==> config.mk <==
export PLATFORM = sky130hd
export DESIGN_NAME = keccak_msg_stager
export DESIGN_NICKNAME = d
export VERILOG_FILES = /design/src/rtl/keccak_pkg.sv /design/src/rtl/keccak_msg_stager.sv
export SDC_FILE = /design/constraint.sdc
export NUM_CORES = 1
export LEC_CHECK = 0
export CORE_AREA = 2 2 357 359
export DETAILED_ROUTE_END_ITERATION = 8
export DIE_AREA = 0 0 359 361
export PLACE_DENSITY_LB_ADDON = 0.1
export RECOVER_POWER = 100
export SLEW_MARGIN = 10
export SYNTH_ARGS = -nofsm -noshare
export SYNTH_HDL_FRONTEND = slang
export SYNTH_SLANG_ARGS = --single-unit
==> constraint.sdc <==
create_clock -name clk -period 12.8 [get_ports clk]
set_clock_uncertainty 0.15 [all_clocks]
set_input_delay 3.2 -clock clk [delete_from_list [all_inputs] [get_ports clk]]
set_output_delay 3.2 -clock clk [all_outputs]
set_load 0.05 [all_outputs]
==> src/rtl/keccak_pkg.sv <==
// Shared sizing and state encoding for the Keccak message path.
package keccak_pkg;

    localparam int unsigned BYTE_SIZE  = 8;
    localparam int unsigned DWIDTH     = 256;
    localparam int unsigned KEEP_WIDTH = DWIDTH / BYTE_SIZE;

    typedef enum logic [1:0] {
        ST_EMPTY = 2'd0,
        ST_DATA  = 2'd1,
        ST_CARRY = 2'd2
    } stager_state_e;

endpackage

==> src/rtl/keccak_msg_stager.sv <==
// Message stager: holds one upstream beat (or an absorb-stage overflow
// remainder) and presents it to the absorb stage, counting message bytes.
module keccak_msg_stager
    import keccak_pkg::*;
(
    input  logic                  clk,
    input  logic                  rst_n,
    input  logic                  flush_i,
    input  logic [DWIDTH-1:0]     s_tdata_i,
    input  logic [KEEP_WIDTH-1:0] s_tkeep_i,
    input  logic                  s_tlast_i,
    input  logic                  s_tvalid_i,
    output logic                  s_tready_o,
    output logic [DWIDTH-1:0]     msg_o,
    output logic [KEEP_WIDTH-1:0] keep_o,
    output logic                  last_o,
    output logic                  msg_valid_o,
    input  logic                  msg_ready_i,
    input  logic                  has_carry_i,
    input  logic [DWIDTH-1:0]     carry_i,
    input  logic [KEEP_WIDTH-1:0] carry_keep_i,
    output logic [31:0]           msg_bytes_o,
    output logic                  keep_err_o
);

    function automatic logic [31:0] f_popcount(input logic [KEEP_WIDTH-1:0] k);
        logic [31:0] c;
        c = '0;
        for (int unsigned i = 0; i < KEEP_WIDTH; i++) begin
            c = c + 32'(k[i]);
        end
        return c;
    endfunction

    // LSB-contiguous masks are exactly those where k+1 shares no set bit with k.
    function automatic logic f_keep_contig(input logic [KEEP_WIDTH-1:0] k);
        logic [KEEP_WIDTH-1:0] kp1;
        kp1 = k + KEEP_WIDTH'(1);
        return (k & kp1) == '0;
    endfunction

    stager_state_e         r_state;
    stager_state_e         w_state_nxt;
    logic [DWIDTH-1:0]     r_data;
    logic [KEEP_WIDTH-1:0] r_keep;
    logic                  r_last;
    logic [31:0]           r_msg_bytes;
    logic                  r_keep_err;

    logic                  w_msg_valid;
    logic                  w_fire;
    logic                  w_tready;
    logic                  w_accept;
    logic                  w_load_beat;
    logic                  w_load_carry;
    logic                  w_msg_done;
    logic [31:0]           w_bytes_base;
    logic [32:0]           w_bytes_sum;
    logic [31:0]           w_bytes_nxt;
    logic                  w_keep_err_nxt;

    // Handshakes, next state and holding-register load selects.
    always_comb begin
        w_state_nxt  = r_state;
        w_load_beat  = 1'b0;
        w_load_carry = 1'b0;
        w_msg_valid  = (r_state != ST_EMPTY);
        w_fire       = w_msg_valid & msg_ready_i;
        // Ready passes straight through on a carry-free fire so a new beat
        // can replace the departing one without a bubble.
        w_tready     = (r_state == ST_EMPTY) | (w_fire & ~has_carry_i);
        w_accept     = s_tvalid_i & w_tready;
        case (r_state)
            ST_EMPTY: begin
                if (w_accept) begin
                    w_load_beat = 1'b1;
                    w_state_nxt = ST_DATA;
                end
            end
            default: begin
                if (w_fire) begin
                    if (has_carry_i) begin
                        w_load_carry = 1'b1;
                        w_state_nxt  = ST_CARRY;
                    end else if (w_accept) begin
                        w_load_beat = 1'b1;
                        w_state_nxt = ST_DATA;
                    end else begin
                        w_state_nxt = ST_EMPTY;
                    end
                end
            end
        endcase
        if (flush_i) begin
            w_state_nxt  = ST_EMPTY;
            w_load_beat  = 1'b0;
            w_load_carry = 1'b0;
        end
    end

    // Byte counter and non-contiguous-keep flag updates.
    always_comb begin
        w_msg_done     = w_fire & r_last & ~has_carry_i;
        w_bytes_base   = w_msg_done ? '0 : r_msg_bytes;
        w_bytes_sum    = {1'b0, w_bytes_base} + {1'b0, f_popcount(s_tkeep_i)};
        w_bytes_nxt    = w_bytes_base;
        w_keep_err_nxt = r_keep_err;
        if (w_accept) begin
            w_bytes_nxt = w_bytes_sum[32] ? '1 : w_bytes_sum[31:0];
            if (!f_keep_contig(s_tkeep_i)) begin
                w_keep_err_nxt = 1'b1;
            end
        end
        if (flush_i) begin
            w_bytes_nxt    = '0;
            w_keep_err_nxt = 1'b0;
        end
    end

    // State register.
    always_ff @(posedge clk or negedge rst_n) begin
        if (!rst_n) begin
            r_state <= ST_EMPTY;
        end else begin
            r_state <= w_state_nxt;
        end
    end

    // Holding register: upstream beat or carry remainder (last flag retained).
    always_ff @(posedge clk or negedge rst_n) begin
        if (!rst_n) begin
            r_data <= '0;
            r_keep <= '0;
            r_last <= 1'b0;
        end else if (w_load_beat) begin
            r_data <= s_tdata_i;
            r_keep <= s_tkeep_i;
            r_last <= s_tlast_i;
        end else if (w_load_carry) begin
            r_data <= carry_i;
            r_keep <= carry_keep_i;
        end
    end

    // Message byte count and sticky keep error.
    always_ff @(posedge clk or negedge rst_n) begin
        if (!rst_n) begin
            r_msg_bytes <= '0;
            r_keep_err  <= 1'b0;
        end else begin
            r_msg_bytes <= w_bytes_nxt;
            r_keep_err  <= w_keep_err_nxt;
        end
    end

    assign s_tready_o  = w_tready;
    assign msg_valid_o = w_msg_valid;
    assign msg_o       = r_data;
    assign keep_o      = r_keep;
    assign last_o      = r_last & w_msg_valid;
    assign msg_bytes_o = r_msg_bytes;
    assign keep_err_o  = r_keep_err;

endmodule

==> flow_metrics.env <==
export IMPL_run_status="complete, but fails checks"
export IMPL_violated_checks="max-capacitance violations, max-slew violations"
export IMPL_die_span_in_y_um=361
export IMPL_holdCritPathClass="flip-flop to flip-flop"
export IMPL_power_per_cell_area_mw_per_mm2=168.9
export IMPL_grt_first_pass_wirelength_mm=130.0
export IMPL_cts_root_to_sink_buffers=3
export IMPL_layout_cells_most_common="sky130_fd_sc_hd__clkdlybuf4s50_1"
export IMPL_htree_num_levels=2
export IMPL_timing_worst_setup_path_type="input port to flip-flop"
export IMPL_via_per_inst=3.760
export IMPL_timing_max_transition_violations_final=259
export IMPL_max_cap_violations=5
export IMPL_unrepaired_setup_endpoints_after_global_routing="no"
export IMPL_drt_wirelength_per_cell_um=21.82
export IMPL_postCtsResizedCells=0
export IMPL_timing_fmax_ghz=0.09572
export IMPL_synth_async_sr_flop_share=1.000
export IMPL_netlist_top_cells_area="sky130_fd_sc_hd__dfrtp_1 (50%), sky130_fd_sc_hd__mux2i_1 (14%), sky130_fd_sc_hd__nand2_1 (9.0%), sky130_fd_sc_hd__o21ai_0 (7.0%), sky130_fd_sc_hd__fa_1 (3.2%)"
export IMPL_setup_worst_path_end_class="flip-flop"
export IMPL_start_kind="input port"
export IMPL_initial_core_util=0.1284
export IMPL_timing_worst_slew_pin_value_ns=5.619
export IMPL_final_hold_violation_count=0
export IMPL_seq_area_frac_synth=0.5037
export IMPL_via_count=15760
export IMPL_post_synth_cell_area_avg_um2=9.900
export IMPL_synth_net_count=2252
export IMPL_detailed_place_hpwl_mm=71.58
export IMPL_number_of_unique_standard_cell_types_used_by_synthesis=53
export IMPL_layout_core_utilization=0.2280
export IMPL_synth_top_area_share=0.5037
export IMPL_setup_slack_ns=2.353
export IMPL_synth_edf_count=0
export IMPL_drc=0
export IMPL_die_area_mm2=0.1296
export IMPL_min_period_over_period=0.8162
export IMPL_cts_repair_timing_setup_buffer_count=0
export IMPL_hold_buffers=0
export IMPL_grt_start_max_net_pins=225
export IMPL_slew_limit_headroom=-2.746
export IMPL_finalNetCount=3115
export IMPL_congestion_overflow_gr=0
export IMPL_ys_warnings_count=0
export IMPL_rows=130
export IMPL_antenna_found_initial=46
export IMPL_worstPathMaxFanout=21
export IMPL_synth_largest_area_cell="sky130_fd_sc_hd__dfrtp_1"
export IMPL_area_growth_pct=77.67
export IMPL_post_place_ws_ns=2.744
export IMPL_clock_sinks=324
export IMPL_final_layout_size_suffix_gt1_frac=0.03840
export IMPL_worstPathRequired_ns=13.07
export IMPL_syn_inst=1626
export IMPL_number_of_buffer_cells_added_on_primary_ports=906
export IMPL_grt_use_total=0.1370
export IMPL_tritoncts_num_buffers=47
export IMPL_clk_latency_ns=0.61
export IMPL_gpl_final_weighted_congestion=0.7999
export IMPL_ant_nets=0
export IMPL_clkSlewWorstSetupHoldPaths_ns=0.06
export IMPL_fillerInstances=13610
export IMPL_cts_root_buf="sky130_fd_sc_hd__clkbuf_16"
export IMPL_dr_pass1_iters=5
export IMPL_cp_data_arrival_time_ns=10.71
export IMPL_finalWorstPathRequiredPeriod_ns=10.45
export IMPL_tritoncts="built"
export IMPL_yosys_register_bits=324
export IMPL_holdWs_ns=0.3148
export IMPL_area_of_the_core_mm2=0.1254
export IMPL_grt_pass1_vias=17150
export IMPL_final_cell_mix="sky130_fd_sc_hd__clkdlybuf4s50_1 (578), sky130_fd_sc_hd__nand2_1 (384), sky130_fd_sc_hd__dlygate4sd3_1 (327)"
export IMPL_floorplan_die_width_um=359
export IMPL_routed_wl_mm=91.47
export IMPL_final_setup_viol_count=0
export IMPL_top_level_ports=907
export IMPL_tns_ns=0
export IMPL_synth_top_flop_cell="sky130_fd_sc_hd__dfrtp_1"
export IMPL_pnr_total_power_mw=4.831
export IMPL_number_of_drc_markers_after_the_initial_detailed_route_iteration=647
export IMPL_post_synth_instance_area_mm2=0.01610
export IMPL_power_leakage_nw=11.37
export IMPL_power_ir_vdd_worst_uv=98.69
==> through the flow <==
step | area (um^2) | std cells
2_1_floorplan | 16100 | 1626
3_3_place_gp | 27020 | 4090
3_5_place_dp | 27020 | 4090
4_1_cts | 28640 | 4176
5_1_grt | 28580 | 4186
6_report | 28600 | 4192
==> cells in the mapped netlist (2+ instances only) <==
| cell | instances |
|---|---|
| sky130_fd_sc_hd__o21ai_2 | 10 |
| sky130_fd_sc_hd__nand2b_1 | 3 |
| sky130_fd_sc_hd__a211oi_1 | 3 |
| sky130_fd_sc_hd__a31oi_1 | 3 |
| sky130_fd_sc_hd__and3_1 | 5 |
| sky130_fd_sc_hd__a22oi_1 | 64 |
| sky130_fd_sc_hd__mux2i_1 | 226 |
| sky130_fd_sc_hd__a2111oi_0 | 2 |
| sky130_fd_sc_hd__o21a_1 | 2 |
| sky130_fd_sc_hd__nand2_1 | 384 |
| sky130_fd_sc_hd__o31a_1 | 2 |
| sky130_fd_sc_hd__a22o_1 | 2 |
| sky130_fd_sc_hd__nor4_1 | 11 |
| sky130_fd_sc_hd__and4_1 | 4 |
| sky130_fd_sc_hd__a21o_1 | 4 |
| sky130_fd_sc_hd__o21ai_1 | 7 |
| sky130_fd_sc_hd__nor3b_1 | 3 |
| sky130_fd_sc_hd__nor3_1 | 14 |
| sky130_fd_sc_hd__clkbuf_1 | 74 |
| sky130_fd_sc_hd__buf_1 | 23 |
| sky130_fd_sc_hd__fa_1 | 26 |
| sky130_fd_sc_hd__buf_2 | 8 |
| sky130_fd_sc_hd__a21oi_1 | 16 |
| sky130_fd_sc_hd__o21ai_0 | 226 |
| sky130_fd_sc_hd__dfrtp_1 | 324 |
| sky130_fd_sc_hd__a221oi_1 | 8 |
| sky130_fd_sc_hd__inv_1 | 61 |
| sky130_fd_sc_hd__nand4_1 | 10 |
| sky130_fd_sc_hd__or4_1 | 3 |
| sky130_fd_sc_hd__o2bb2ai_1 | 2 |
| sky130_fd_sc_hd__xor2_1 | 10 |
| sky130_fd_sc_hd__nand3_1 | 16 |
| sky130_fd_sc_hd__xnor2_1 | 17 |
| sky130_fd_sc_hd__nor2_1 | 18 |
| sky130_fd_sc_hd__ha_1 | 17 |
==> sequential cells by signal, indices dropped and copies added (netlist names) <==
name	flops
msg_bytes_o	32
keep_o	32
keep_err_o	1
r_state	2
msg_o	256
r_last	1
==> final cells by class <==
class | count | area (um^2) | share of cell area
clock inverter | 15 | 168.9 | 0.005906
tap | 1650 | 2064 | 0.07219
clock buffer | 71 | 1449 | 0.05066
timing repair buffer | 920 | 9211 | 0.3221
antenna | 16 | 40.04 | 0.001400
inverter | 61 | 229.0 | 0.008006
multi-input combinational | 1135 | 7328 | 0.2562
sequential | 324 | 8108 | 0.2835
==> worst paths after layout <==
path / from / endpoint / slack (ns) / cells after the start
max: msg_ready_i / msg_bytes_o[19] / 2.35 / 21
min: keep_o[9] / keep_o[9] / 0.31 / 2
max reg2reg: r_state[0] / msg_bytes_o[19] / 5.22 / 20
min reg2reg: keep_o[9] / keep_o[9] / 0.31 / 2
max in group asynchronous: rst_n / msg_o[250] / 3.14 / 3
min in group asynchronous: rst_n / msg_o[163] / 4.14 / 1
==> cells by family after synthesis <==
logic type               Yosys count  share of synthesized area
buffers and inverters            167                    0.04003
XOR/XNOR                          27                    0.01469
AO/OA/AOI/OAI                    358                     0.1311
adder cells (fa/ha/maj)           43                    0.04555
flip-flops                       324                     0.5037
AND/OR/NAND/NOR                  480                     0.1237
multiplexers                     227                     0.1412
==> worst max-delay path: stages <==
cell	delay, ns
sky130_fd_sc_hd__dlygate4sd3_1	0.60
sky130_fd_sc_hd__and2b_1	0.25
sky130_fd_sc_hd__nand2_1	0.51
sky130_fd_sc_hd__nand2_1	0.26
sky130_fd_sc_hd__inv_1	0.08
sky130_fd_sc_hd__fa_1	0.50
sky130_fd_sc_hd__inv_1	0.06
sky130_fd_sc_hd__fa_1	0.47
sky130_fd_sc_hd__fa_1	0.56
sky130_fd_sc_hd__fa_1	0.44
sky130_fd_sc_hd__fa_1	0.51
sky130_fd_sc_hd__fa_1	0.17
sky130_fd_sc_hd__inv_1	0.06
sky130_fd_sc_hd__fa_1	0.41
sky130_fd_sc_hd__a21o_1	0.20
sky130_fd_sc_hd__a21o_1	0.21
sky130_fd_sc_hd__a21oi_1	0.19
sky130_fd_sc_hd__clkbuf_1	0.60
sky130_fd_sc_hd__or4_1	0.36
sky130_fd_sc_hd__or2_0	0.79
sky130_fd_sc_hd__o21ai_0	0.27
==> metal layers <==
| metal | vias up | GRT usage | wire (um) | part of all wire |
|---|---|---|---|---|
| li1 | 7371 | - | - | - |
| met4 | 26 | 0.03946 | 1946 | 0.021 |
| met2 | 577 | 0.2481 | 47430 | 0.52 |
| met3 | 143 | 0.05043 | 7180 | 0.078 |
| met5 | - | 0 | 145 | 0.0016 |
| met1 | 7647 | 0.1485 | 34760 | 0.38 |
==> report_power, final <==
group | switching, mW | leakage (nW) | internal (mW)
Sequential | 0.103 | 4.05 | 1.21
Clock | 0.553 | 0.809 | 0.839
Combinational | 1.39 | 6.51 | 0.737
Total | 2.04 | 11.4 | 2.79
Note: power is estimated with default switching activity, not from simulation.
